## src/rtl/canvas_pkg.sv

```systemverilog
// Shared constants and FSM encoding for the canvas writer and its stamp sequencer.
package canvas_pkg;

    localparam int SIDE_LOG2_DEF = 5;
    localparam int ADDR_W        = 2 * SIDE_LOG2_DEF;
    localparam int PIXELS        = 1 << ADDR_W;
    localparam int BRUSH_TAPS    = 9;
    localparam int IDX_W         = 4;

    typedef enum logic [1:0] {
        S_IDLE,
        S_STAMP,
        S_CLEAR,
        S_SUBMIT
    } state_t;

endpackage

```

## src/rtl/canvas_writer_stamp_sequencer.sv

```systemverilog
// Brush walker: maps a brush tap index onto a canvas address around the latched centre,
// flagging taps that fall off the canvas edge.
module stamp_sequencer
    import canvas_pkg::*;
#(
    parameter int SIDE_LOG2 = SIDE_LOG2_DEF
) (
    input  logic                   start,
    input  logic [IDX_W-1:0]       cur_idx,
    input  logic [SIDE_LOG2-1:0]   centre_x,
    input  logic [SIDE_LOG2-1:0]   centre_y,
    input  logic                   big,
    output logic [IDX_W-1:0]       idx,
    output logic                   in_range,
    output logic [2*SIDE_LOG2-1:0] addr,
    output logic                   done
);

    logic signed [1:0]           dx;
    logic signed [1:0]           dy;
    logic signed [SIDE_LOG2+1:0] px;
    logic signed [SIDE_LOG2+1:0] py;

    always_comb begin
        idx = start ? '0 : cur_idx + IDX_W'(1);
        dx  = 2'sd0;
        dy  = 2'sd0;
        if (big) begin
            if (idx < 4'd3) begin
                dy = -2'sd1;
            end else if (idx > 4'd5) begin
                dy = 2'sd1;
            end
            case (idx)
                4'd0, 4'd3, 4'd6: dx = -2'sd1;
                4'd2, 4'd5, 4'd8: dx = 2'sd1;
                default:          dx = 2'sd0;
            endcase
        end
        // Two guard bits catch both -1 and 2^SIDE_LOG2, so no coordinate can wrap.
        px       = $signed({2'b00, centre_x}) + (SIDE_LOG2+2)'(dx);
        py       = $signed({2'b00, centre_y}) + (SIDE_LOG2+2)'(dy);
        in_range = (px[SIDE_LOG2+1:SIDE_LOG2] == 2'b00) && (py[SIDE_LOG2+1:SIDE_LOG2] == 2'b00);
        addr     = {py[SIDE_LOG2-1:0], px[SIDE_LOG2-1:0]};
        done     = big ? (idx == IDX_W'(BRUSH_TAPS - 1)) : 1'b1;
    end

endmodule

```

## src/rtl/canvas_writer.sv

```systemverilog
// Drawing front end: turns pen, clear and submit requests into writes to a 1-bit canvas RAM
// and a completion pulse for the recognizer.
module canvas_writer
    import canvas_pkg::*;
#(
    parameter int SIDE_LOG2 = SIDE_LOG2_DEF
) (
    input  logic                   clk,
    input  logic                   rst,
    input  logic [SIDE_LOG2-1:0]   cursor_x,
    input  logic [SIDE_LOG2-1:0]   cursor_y,
    input  logic                   pen_down,
    input  logic                   erase,
    input  logic                   brush_big,
    input  logic                   clear_req,
    input  logic                   submit_req,
    output logic [2*SIDE_LOG2-1:0] wr_addr,
    output logic                   wr_en,
    output logic                   wr_data,
    output logic                   end_write,
    output logic                   busy
);

    localparam int AW = 2 * SIDE_LOG2;

    state_t               state_q, state_d;
    logic [SIDE_LOG2-1:0] cx_q, cx_d, cy_q, cy_d;
    logic                 erase_q, erase_d, big_q, big_d;
    logic [IDX_W-1:0]     idx_q, idx_d;
    logic                 last_q, last_d;
    logic [AW-1:0]        sweep_q, sweep_d;
    logic                 pend_q, pend_d;
    logic                 wr_en_q, wr_en_d, wr_data_q, wr_data_d, end_write_q, end_write_d;
    logic [AW-1:0]        wr_addr_q, wr_addr_d;

    logic                 start;
    logic [SIDE_LOG2-1:0] seq_cx, seq_cy;
    logic                 seq_big, seq_erase;
    logic [IDX_W-1:0]     seq_idx;
    logic                 seq_in_range, seq_done;
    logic [AW-1:0]        seq_addr;
    logic                 do_stamp, do_clear, do_finish;

    // The first tap is issued on the entry edge, so it reads live inputs; later taps read the latch.
    assign start     = (state_q == S_IDLE);
    assign seq_cx    = start ? cursor_x  : cx_q;
    assign seq_cy    = start ? cursor_y  : cy_q;
    assign seq_big   = start ? brush_big : big_q;
    assign seq_erase = start ? erase     : erase_q;

    stamp_sequencer #(
        .SIDE_LOG2(SIDE_LOG2)
    ) u_seq (
        .start    (start),
        .cur_idx  (idx_q),
        .centre_x (seq_cx),
        .centre_y (seq_cy),
        .big      (seq_big),
        .idx      (seq_idx),
        .in_range (seq_in_range),
        .addr     (seq_addr),
        .done     (seq_done)
    );

    always_comb begin
        state_d     = state_q;
        cx_d        = cx_q;
        cy_d        = cy_q;
        erase_d     = erase_q;
        big_d       = big_q;
        idx_d       = idx_q;
        last_d      = last_q;
        sweep_d     = sweep_q;
        pend_d      = pend_q | submit_req;
        wr_en_d     = 1'b0;
        wr_addr_d   = wr_addr_q;
        wr_data_d   = wr_data_q;
        end_write_d = 1'b0;
        do_stamp    = 1'b0;
        do_clear    = 1'b0;
        do_finish   = 1'b0;

        case (state_q)
            S_IDLE: begin
                if (clear_req) begin
                    do_clear = 1'b1;
                end else if (pend_q || submit_req) begin
                    do_finish = 1'b1;
                end else if (pen_down) begin
                    cx_d     = cursor_x;
                    cy_d     = cursor_y;
                    erase_d  = erase;
                    big_d    = brush_big;
                    do_stamp = 1'b1;
                end
            end
            S_STAMP: begin
                if (clear_req) begin
                    do_clear = 1'b1;
                end else if (last_q) begin
                    do_finish = 1'b1;
                end else begin
                    do_stamp = 1'b1;
                end
            end
            S_CLEAR: begin
                if (sweep_q == '1) begin
                    do_finish = 1'b1;
                end else begin
                    sweep_d   = sweep_q + AW'(1);
                    wr_en_d   = 1'b1;
                    wr_addr_d = sweep_d;
                    wr_data_d = 1'b0;
                end
            end
            S_SUBMIT: state_d = S_IDLE;
            default:  state_d = S_IDLE;
        endcase

        if (do_clear) begin
            state_d   = S_CLEAR;
            sweep_d   = '0;
            wr_en_d   = 1'b1;
            wr_addr_d = '0;
            wr_data_d = 1'b0;
        end
        if (do_stamp) begin
            state_d = S_STAMP;
            idx_d   = seq_idx;
            last_d  = seq_done;
            if (seq_in_range) begin
                wr_en_d   = 1'b1;
                wr_addr_d = seq_addr;
                wr_data_d = ~seq_erase;
            end
        end
        // A pending submit goes straight out when an operation ends, without an idle gap.
        if (do_finish) begin
            if (pend_d) begin
                state_d     = S_SUBMIT;
                end_write_d = 1'b1;
                pend_d      = 1'b0;
            end else begin
                state_d = S_IDLE;
            end
        end
    end

    always_ff @(posedge clk or posedge rst) begin
        if (rst) begin
            state_q     <= S_IDLE;
            cx_q        <= '0;
            cy_q        <= '0;
            erase_q     <= 1'b0;
            big_q       <= 1'b0;
            idx_q       <= '0;
            last_q      <= 1'b0;
            sweep_q     <= '0;
            pend_q      <= 1'b0;
            wr_en_q     <= 1'b0;
            wr_addr_q   <= '0;
            wr_data_q   <= 1'b0;
            end_write_q <= 1'b0;
        end else begin
            state_q     <= state_d;
            cx_q        <= cx_d;
            cy_q        <= cy_d;
            erase_q     <= erase_d;
            big_q       <= big_d;
            idx_q       <= idx_d;
            last_q      <= last_d;
            sweep_q     <= sweep_d;
            pend_q      <= pend_d;
            wr_en_q     <= wr_en_d;
            wr_addr_q   <= wr_addr_d;
            wr_data_q   <= wr_data_d;
            end_write_q <= end_write_d;
        end
    end

    assign wr_addr   = wr_addr_q;
    assign wr_en     = wr_en_q;
    assign wr_data   = wr_data_q;
    assign end_write = end_write_q;
    assign busy      = (state_q != S_IDLE);

endmodule

```

## config.mk

```make
export PLATFORM = sky130hd
export DESIGN_NAME = canvas_writer
export DESIGN_NICKNAME = d
export VERILOG_FILES = /design/src/rtl/canvas_pkg.sv /design/src/rtl/canvas_writer_stamp_sequencer.sv /design/src/rtl/canvas_writer.sv
export SDC_FILE = /design/constraint.sdc
export NUM_CORES = 1
export LEC_CHECK = 0
export ABC_AREA = 1
export BUFFER_PORTS_ARGS = -buffer_cell sky130_fd_sc_hd__buf_2
export CELL_PAD_IN_SITES_DETAIL_PLACEMENT = 0
export CELL_PAD_IN_SITES_GLOBAL_PLACEMENT = 1
export CORE_MARGIN = 5
export CORE_UTILIZATION = 31
export CTS_CLUSTER_DIAMETER = 80
export DETAILED_ROUTE_END_ITERATION = 8
export GPL_ROUTABILITY_DRIVEN = 0
export GPL_TIMING_DRIVEN = 0
export PLACE_DENSITY = 0.66
export SLEW_MARGIN = 30
export SYNTH_ARGS = -nofsm -noshare
export SYNTH_HDL_FRONTEND = slang
export SYNTH_SLANG_ARGS = --single-unit
```

## constraint.sdc

```tcl
create_clock -name clk -period 3.1 [get_ports clk]
set_input_delay 0.31 -clock clk [delete_from_list [all_inputs] [get_ports clk]]
set_output_delay 0.31 -clock clk [all_outputs]
set_load 0.1 [all_outputs]
```

== After elaboration in Yosys (flattened, before gate mapping) ==
Cells that the tools add are included.

* Magnitude comparators: 2
* Add/sub/neg operators: 4
* Reductions and logical operators: 14
* Mux-type cells: 51
* Eq/ne operators: 10
* Bitwise gates (word level): 4

{| class="wikitable"
|+ Operators with widths
! kind !! number
|-
| $mux W10 || 8
|-
| $mux W1 || 29
|-
| $mux W2 || 8
|-
| $add A6 B2 Y7 || 2
|-
| $add A10 B1 Y10 const B || 1
|-
| $eq A10 B10 Y1 const B || 1
|-
| $mux W5 || 2
|-
| $eq A4 B2 Y1 const B || 2
|-
| $eq A4 B3 Y1 const B || 2
|-
| $logic_not A2 Y1 || 3
|-
| $reduce_or A3 Y1 || 2
|-
| $add A4 B1 Y4 const B || 1
|-
| $eq A2 B2 Y1 const B || 2
|-
| $eq A4 B4 Y1 const B || 1
|-
| $gt A4 B3 Y1 const B || 1
|-
| $logic_not A4 Y1 || 1
|-
| $lt A4 B2 Y1 const B || 1
|-
| $mux W4 || 1
|-
| $pmux W2 S2 || 1
|-
| $reduce_and A4 Y1 || 1
|-
| $reduce_bool A2 Y1 || 2
|-
| $reduce_bool A4 Y1 || 1
|-
| $not A1 Y1 || 3
|-
| $pmux W1 S3 || 1
|-
| 8 further kinds || 8
|}

* Bits in registers: 43
* Bits of input ports: 17

== Depth between registers and ports, before layout ==
Gate-level depths: netlist of run 1.

* Depth in word-level cells: 11
* Gate-level depth with buffers: 24
* Mapped depth without buffers: 23

== By module ==
Synthesis of run 1 repeated with hierarchy kept, for this count alone.

* Cells, all modules: 400
* Area total of the unflattened synthesis: 2927.8 µm²

{| class="wikitable"
|+ Modules (own cells, without submodules)
! module !! seq. area each (µm²) !! cells each !! times used !! area an instance (µm²)
|-
| canvas_writer || 1076.0 || 295 || 1 || 2258.4
|-
| stamp_sequencer || 0.0 || 105 || 1 || 669.4
|}

== Worst setup path after synthesis of run 1 ==
Ideal clock, no wire load.

* Kind: register to register
* Start point: register state_q[1]
* End point: register wr_data_q (netlist: wr_data)
* Required time: 2.977 ns
* Arrival time: 3.560 ns
* Stages on the path, launching flop included: 18
* Setup time: 0.123 ns
* Path slack: -0.583 ns
* Period minus slack after synthesis: 3.683 ns
* Cells stage by stage: dfrtp_1 inv_2 nand2_4 clkbuf_1 o21ai_0 ha_1 fa_1 nand3_1 nand3_1 a21oi_1 nand2_1 nand2_1 nand3_2 a21oi_4 nand3_4 buf_6 nand3_1 nand2_1

* Longest elaborated chain between the ends: 11
* Elaborated cells on any way between the ends: 36
* Those cells by class: add/sub (2); order compare (2); eq/ne (7); mux (16); bitwise (1); reduce/logical (8)

{| class="wikitable"
|+ Ends and longest elaborated chain
! what !! RTL line !! text
|-
| from (decl) || canvas_writer.sv:26 || <nowiki>state_t state_q, state_d;</nowiki>
|-
| from (signal assigned) || canvas_writer.sv:165 || <nowiki>state_q <= state_d;</nowiki>
|-
| $logic_not A2 Y1 || canvas_writer.sv:45, canvas_writer.sv:83 ||
|-
| $mux W4 || canvas_writer_stamp_sequencer.sv:25 || <nowiki>idx = start ? '0 : cur_idx + IDX_W'(1);</nowiki>
|-
| $gt A4 B3 Y1, or another cell as far along || canvas_writer_stamp_sequencer.sv:31 || <nowiki>end else if (idx > 4'd5) begin</nowiki>
|-
| $mux W1 / $reduce_or A3 Y1 (equally long branches) || canvas_writer_stamp_sequencer.sv:31, canvas_writer_stamp_sequencer.sv:34 ||
|-
| $mux W2 / $pmux W2 S2 (equally long branches) || canvas_writer_stamp_sequencer.sv:29, canvas_writer_stamp_sequencer.sv:34 ||
|-
| $mux W2 || canvas_writer_stamp_sequencer.sv:28 || <nowiki>if (big) begin</nowiki>
|-
| $add A6 B2 Y7 (on tied branches) || canvas_writer_stamp_sequencer.sv:42, canvas_writer_stamp_sequencer.sv:41 ||
|-
| $logic_not A2 Y1 || canvas_writer_stamp_sequencer.sv:43 || <nowiki>in_range = (px[SIDE_LOG2+1:SIDE_LOG2] == 2'b00) && (py[SIDE_LOG2+1:SIDE_LOG2] == 2'b00);</nowiki>
|-
| $logic_and A1 B1 Y1 || canvas_writer_stamp_sequencer.sv:43 ||
|-
| $mux W1 || canvas_writer.sv:131 || <nowiki>if (seq_in_range) begin</nowiki>
|-
| $mux W1 * || canvas_writer.sv:127 || <nowiki>if (do_stamp) begin</nowiki>
|-
| net wr_data_d || canvas_writer.sv:33 || <nowiki>logic wr_en_q, wr_en_d, wr_data_q, wr_data_d, end_write_q, end_write_d;</nowiki>
|-
| to (signal assigned) || canvas_writer.sv:176 || <nowiki>wr_data_q <= wr_data_d;</nowiki>
|-
| to (decl) || canvas_writer.sv:33 ||
|}

The timed path passes the listed nets; every way through them passes the cells marked *.
A chain may end at the register's enable or synchronous reset.

== Worst setup path after layout of run 1 ==
* Start point: register idx_q[0]
* End point: register wr_addr_q[2] (netlist: wr_addr[2])

* Longest elaborated chain between the ends: 11
* Elaborated cells on any way between the ends: 24
* Those cells by class: add/sub (3); order compare (2); eq/ne (5); mux (8); reduce/logical (6)

{| class="wikitable"
|+ Ends and longest elaborated chain
! what !! RTL line !! text
|-
| from (decl) || canvas_writer.sv:29 || <nowiki>logic [IDX_W-1:0] idx_q, idx_d;</nowiki>
|-
| from (signal assigned) || canvas_writer.sv:170 || <nowiki>idx_q <= idx_d;</nowiki>
|-
| $add A4 B1 Y4 * || canvas_writer_stamp_sequencer.sv:25 ||
|-
| $mux W4 * || canvas_writer_stamp_sequencer.sv:25 ||
|-
| $gt A4 B3 Y1, or another cell as far along || canvas_writer_stamp_sequencer.sv:31 ||
|-
| $mux W1 / $reduce_or A3 Y1 (equally long branches) || canvas_writer_stamp_sequencer.sv:31, canvas_writer_stamp_sequencer.sv:34 ||
|-
| $mux W2 / $pmux W2 S2 (equally long branches) || canvas_writer_stamp_sequencer.sv:29, canvas_writer_stamp_sequencer.sv:34 ||
|-
| $mux W2 || canvas_writer_stamp_sequencer.sv:28 ||
|-
| $add A6 B2 Y7 (on tied branches) || canvas_writer_stamp_sequencer.sv:42, canvas_writer_stamp_sequencer.sv:41 ||
|-
| $logic_not A2 Y1 || canvas_writer_stamp_sequencer.sv:43 ||
|-
| $logic_and A1 B1 Y1 || canvas_writer_stamp_sequencer.sv:43 ||
|-
| $mux W10 * || canvas_writer.sv:131 ||
|-
| $mux W10 * || canvas_writer.sv:127 ||
|-
| net wr_addr_d[2] || canvas_writer.sv:34 || <nowiki>logic [AW-1:0] wr_addr_q, wr_addr_d;</nowiki>
|-
| to (signal assigned) || canvas_writer.sv:175 || <nowiki>wr_addr_q <= wr_addr_d;</nowiki>
|-
| to (decl) || canvas_writer.sv:34 ||
|}

Marks and branches as above.

==> metrics.cfg, run 1 <==
[cells_and_area]
final_common_cell=nand2_1
fin_area_sq_um=3650
mostFrequentLayoutCells=78 x nand2_1, 48 x nor2_1, 47 x inv_1, 42 x dfrtp_1, 31 x buf_2
final_nets=484
drive_gt1_share_pct=30.6
areaGrowthSynthToFinish_pct=28.4
diodes=0
final_core_util_pct=40.1
fillers=992

[route]
drtIter0Drc=78
drc=0
wl_per_cell_um=12.7
postRouteAntennaNets=0
via_count=2598
via_per_inst=4.60
drt_pass1_iterations=4
wirelength_mm=7.16

[timing]
finalSetupTns_ns=-0.000614
setup_violations=1
fin_crit_ns=3.10
tightest_slew_ns=0.707
hold_viol_final=0
grt_setup_unrepaired=yes
timing.final.ws_setup_ns=-0.000614
fin_crit_sh_pct=100
finClkSkew_ns=0.00754
fmax_mhz=323
drv_slew=0
relSlewSlack_pct=52.4

[placed_design]
portBuffers=30
place_area_sq_um=3170
place_hpwl_mm=5.32

[grt]
grt_pass1_wl_mm=12.4
grt_max_degree=44
antenna_found_initial=0
overflow=0
first_global_vias=2522
grtUsageTotal_pct=13.5

[synth]
syn-cell-area_sq_um=2840
syn_inst=390
syn_area_per_cell_sq_um=7.29
synth_fp_nets=421
ys_seq_area_share_pct=37.8
synth.ff_latch_count=43
post_synth_num_cell_types=33
yosysTopAreaCellShare_pct=37.8
synth_top_area_cell=dfrtp_1
synth_top_cells_by_area=dfrtp_1 38%, nand2_1 12%, inv_1 6.7%
ys_warn_count=0

[critical_path]
crit_required_ns=3.29
crit_path_end_kind=flop
crit_arrival_ns=3.29
path_class=reg -> reg
cp-start-kind=flop
cp_max_fo=5

[worst_hold_path]
min_path_type=in -> async

[floorplan]
rows=35
initial_core_util_pct=31.2
dieArea_sq_um=11200
core_area_sq_um=9110
die_h_um=106
top_level_ports=31
die_width_um=106

[clock_network]
cts_sinks=43
cts_tree=built
htree_levels=2
path_clk_slew_ns=0.09
cts_root_buffer=clkbuf_8
clock_latency_ns=0.30
cts_made_buffers=5
cts_hold_buf=0
cts_buffer_depth=2

[run_status]
status=finished with violations
violations=negative setup slack

[job]
drv_cap=0

==> cell type report <==
cell class                 count  area (sq um)  share of cell area (%)
tap                          111           139                    3.80
multi-input combinational    280          1690                    46.2
clock inverter                 3          20.0                   0.548
inverter                      58           228                    6.24
timing repair buffer          56           382                    10.4
buffer                         9          48.8                    1.34
sequential                    43          1080                    29.5
clock buffer                   5          68.8                    1.88
==> state kept, by name, indices dropped and copies added, names as in the netlist, 2 cells and up <==
| register | flops |
|---|---|
| cx_q | 5 |
| cy_q | 5 |
| idx_q | 4 |
| state_q | 2 |
| sweep_q | 10 |
| wr_addr | 10 |
==> Yosys cell counts, drive strengths merged <==
cell type,number
nand2,101
nor3,3
nor4,1
and2,1
nand4,8
xor2,4
buf,3
ha,13
clkbuf,6
inv,58
nor2,54
o31ai,2
fa,1
xnor2,3
o21ai,36
a31oi,2
nand3,27
a21oi,23
dfrtp,43
o21bai,1
==> worst paths after layout <==
check,from,end,slack [ns],depth (start not counted)
worst min register to register,big_q$_DFFE_PP0P_,big_q$_DFFE_PP0P_,0.49,2
worst max register to register,idx_q[0]$_DFFE_PP0P_,wr_addr[2]$_DFF_PP0_,-0.0006,21
worst min-delay path,rst,end_write$_DFF_PP0_,0.06,2
worst max-delay path,idx_q[0]$_DFFE_PP0P_,wr_addr[2]$_DFF_PP0_,-0.0006,21
max in group asynchronous,rst,idx_q[0]$_DFFE_PP0P_,2.62,2
min in group clk,cursor_y[0],cy_q[0]$_DFFE_PP0P_,0.27,3
==> routing by layer <==
metal  up-vias  global-route usage, %  part of all wire (%)
met5         -                      0                     0
met4         0                   2.78                  0.73
met3         4                   2.51                   3.2
met2        35                   22.7                    48
met1      1184                   18.2                    48
li1       1375                      -                     -
==> metrics by stage <==
stage	instances	hold slack, ns	setup slack, ns
6_report	565	0.0623	-0.000614
5_1_grt	565	0.121	-0.198
3_5_place_dp	531	0.423	-0.333
3_3_place_gp	531	0.462	-0.340
2_1_floorplan	390	0.448	0.00290
4_1_cts	557	0.0899	-0.0548
==> logic make-up (layout without fill, tap and decap cells) <==
logic type / after synthesis / in the layout / share of synthesized area (%)
adders and majority gates: 14 / 14 / 6.42
AOI/OAI and AO/OA: 64 / 64 / 12.5
DFF: 43 / 43 / 37.8
xor gates and xnor gates: 7 / 7 / 2.16
and+or+nand+nor: 195 / 195 / 31.9
buffers and inverters: 67 / 131 / 9.15
==> repair_timing <==
action	CTS	global route
gates resized for setup	22	26
endpoints found under the setup margin	12	12
gates cloned	1	0
pin swaps	18	18
buffers inserted	17	8
==> critical path: stages (launching register included) <==
cell	delay [ns]
dfrtp_2	0.44
ha_4	0.30
inv_6	0.04
a21oi_4	0.16
nand2_2	0.09
nand3_4	0.07
o21ai_4	0.07
nor2_2	0.09
a21oi_2	0.06
ha_2	0.20
fa_2	0.35
nand3_2	0.08
nand3_2	0.09
a21oi_2	0.12
nand2_1	0.05
nand2_1	0.06
nand3_2	0.11
a21oi_4	0.18
nand3_4	0.16
buf_12	0.17
nand2_2	0.05
o21ai_2	0.05
Power of run 1 is not shown: default switching activity piles up to over one toggle a cycle in this logic, so the estimate is an artifact.
==> run 2: changes to the inputs <==
--- a/config.mk
+++ b/config.mk
@@ -15,8 +15,8 @@
 export DETAILED_ROUTE_END_ITERATION = 8
 export GPL_ROUTABILITY_DRIVEN = 0
 export GPL_TIMING_DRIVEN = 0
-export PLACE_DENSITY = 0.66
-export SLEW_MARGIN = 30
+export PLACE_DENSITY = 0.67
+export SLEW_MARGIN = 25
 export SYNTH_ARGS = -nofsm -noshare
 export SYNTH_HDL_FRONTEND = slang
 export SYNTH_SLANG_ARGS = --single-unit
==> constraint.sdc (replaced) <==
create_clock -name clk -period 2.7 [get_ports clk]
set_input_delay 0.27 -clock clk [delete_from_list [all_inputs] [get_ports clk]]
set_output_delay 0.27 -clock clk [all_outputs]
set_load 0.1 [all_outputs]
==> run 2 against run 1 <==
  * Via count decreased by 0.27%
  * Highest routed layer unchanged
  * Hold slack improved by 0.16 ns
  * Sequential share of layout area is 0.40 points higher
  * Clock skew hardly changed
  * Register-to-register slack got worse by 0.42 ns
  * The run still ends with negative setup slack left
  * Setup slack got worse by 0.42 ns
  * Routed wire length increased by 0.54%
==> metrics.cfg, run 2 (same netlist as run 1, synthesis figures left out) <==
[job]
drv_cap=0

[timing]
tightest_slew_ns=0.523
fin_crit_sh_pct=116
hold_viol_final=0
hold_ws_ns=0.226
timing.final.ws_setup_ns=-0.420
grt_setup_unrepaired=yes
finClkSkew_ns=0.00743
fmax_mhz=321
drv_slew=0
relSlewSlack_pct=64.8
setup_violations=12
fin_crit_ns=3.12

[clock_network]
cts_sinks=43
cts_buffer_depth=2
cts_tree=built
htree_levels=2
path_clk_slew_ns=0.10
cts_root_buffer=clkbuf_8
cts_made_buffers=5
clock_latency_ns=0.30

[route]
via_count=2591
via_per_inst=4.62
wl_per_cell_um=12.8
wirelength_mm=7.20
drt_pass1_iterations=4
drtIter0Drc=83
postRouteAntennaNets=0
drc=0

[grt]
grtUsageTotal_pct=13.3
grt_max_degree=26
antenna_found_initial=0
first_global_vias=2555
grt_pass1_wl_mm=12.2
overflow=0

[critical_path]
startpoint=idx_q[0]$_DFFE_PP0P_
critPathBufInv=3
slowest_stage=dfrtp_2
r2r-start=idx_q[0]$_DFFE_PP0P_
crit_arrival_ns=3.32
crit_required_ns=2.90
critical_path.max_stage_delay_ns=0.45
cp_max_fo=5
crit_path_frequent_cell=nand3_2
crit_path_end_kind=flop
cp-start-kind=flop
critPathTopFamily=simple AND/OR/NAND/NOR gates
path_class=reg -> reg
cp_cell_sequence=ha_4, inv_4, nor3_4, inv_2, nand2_2, nand3_2, o21ai_4, nor2_2, a21oi_2, ha_2, fa_2, nand3_2, nand3_2, nand4_1, nand4_1, nand3_2, a21oi_4, nand3_4, buf_6, nand2_1, o21ai_1

[floorplan]
rows=35
die_width_um=106
die_h_um=106
top_level_ports=31
core_area_sq_um=9110
dieArea_sq_um=11200
initial_core_util_pct=31.2

[cells_and_area]
final_common_cell=nand2_1
areaGrowthSynthToFinish_pct=26.8
fin_area_sq_um=3610
drive_gt1_share_pct=28.7
final_nets=480
diodes=0
mostFrequentLayoutCells=80 x nand2_1, 48 x inv_1, 48 x nor2_1, 41 x dfrtp_1, 31 x buf_2

[placed_design]
dp_slack_ns=-0.671
place_area_sq_um=3200
portBuffers=30
place_hpwl_mm=5.51

[worst_hold_path]
hold_start=cursor_x[2]
min_path_type=in -> reg

[run_status]
status=finished with violations
violations=negative setup slack

## run 2: per-stage QoR
stage          std cells  utilization [%]  setup TNS (ns)
2_1_floorplan        390                -           -3.20
3_3_place_gp         531             34.9           -7.52
3_5_place_dp         532             35.1           -7.47
4_1_cts              556             38.2           -5.93
5_1_grt              561             39.6           -6.84
6_report             561             39.6           -4.73
## run 2: final timing paths
| check | to | slack [ns] | cells after the start |
|---|---|---|---|
| max in group asynchronous | wr_addr[5]$_DFF_PP0_ | 1.69 | 4 |
| worst min register to register | erase_q$_DFFE_PP0P_ | 0.49 | 2 |
| worst max register to register | wr_addr[2]$_DFF_PP0_ | -0.42 | 21 |
| worst max-delay path | wr_addr[2]$_DFF_PP0_ | -0.42 | 21 |
| min in group asynchronous | idx_q[3]$_DFFE_PP0P_ | 0.52 | 3 |
| worst min-delay path | cx_q[2]$_DFFE_PP0P_ | 0.23 | 3 |
## run 2: tightest hold or removal path: cells and delay by family
family | cells | cell delay [ns]
AO/OA/AOI/OAI | 1 | 0.08
buffers and inverters | 2 | 0.15
## run 2: repair_timing
action                                  4_1_cts  5_1_grt
pin swaps                                    14       14
gates cloned                                  1        0
hold buffers                                  1        0
buffers inserted                             14        5
endpoints found under the hold margin        18        0
endpoints found under the setup margin       12       13
gates resized for setup                      19       21
## run 2: layout make-up
class | instances | area, sq um
Buffer | 9 | 51.3
Inverter | 58 | 225
Fill cell | 965 | 5500
Clock inverter | 3 | 23.8
Timing Repair Buffer | 52 | 362
Tap cell | 111 | 139
Sequential cell | 43 | 1080
Multi-Input combinational cell | 280 | 1660
Clock buffer | 5 | 68.8
## run 2: routing by layer
metal | routed length, um | vias to the layer above | track usage [%]
met2 | 3450 | 36 | 22.7
met5 | 0 | - | 0
met3 | 220 | 4 | 2.45
li1 | - | 1366 | -
met1 | 3490 | 1185 | 17.9
met4 | 37 | 0 | 2.22
Power of run 2 is left out for the same reason.
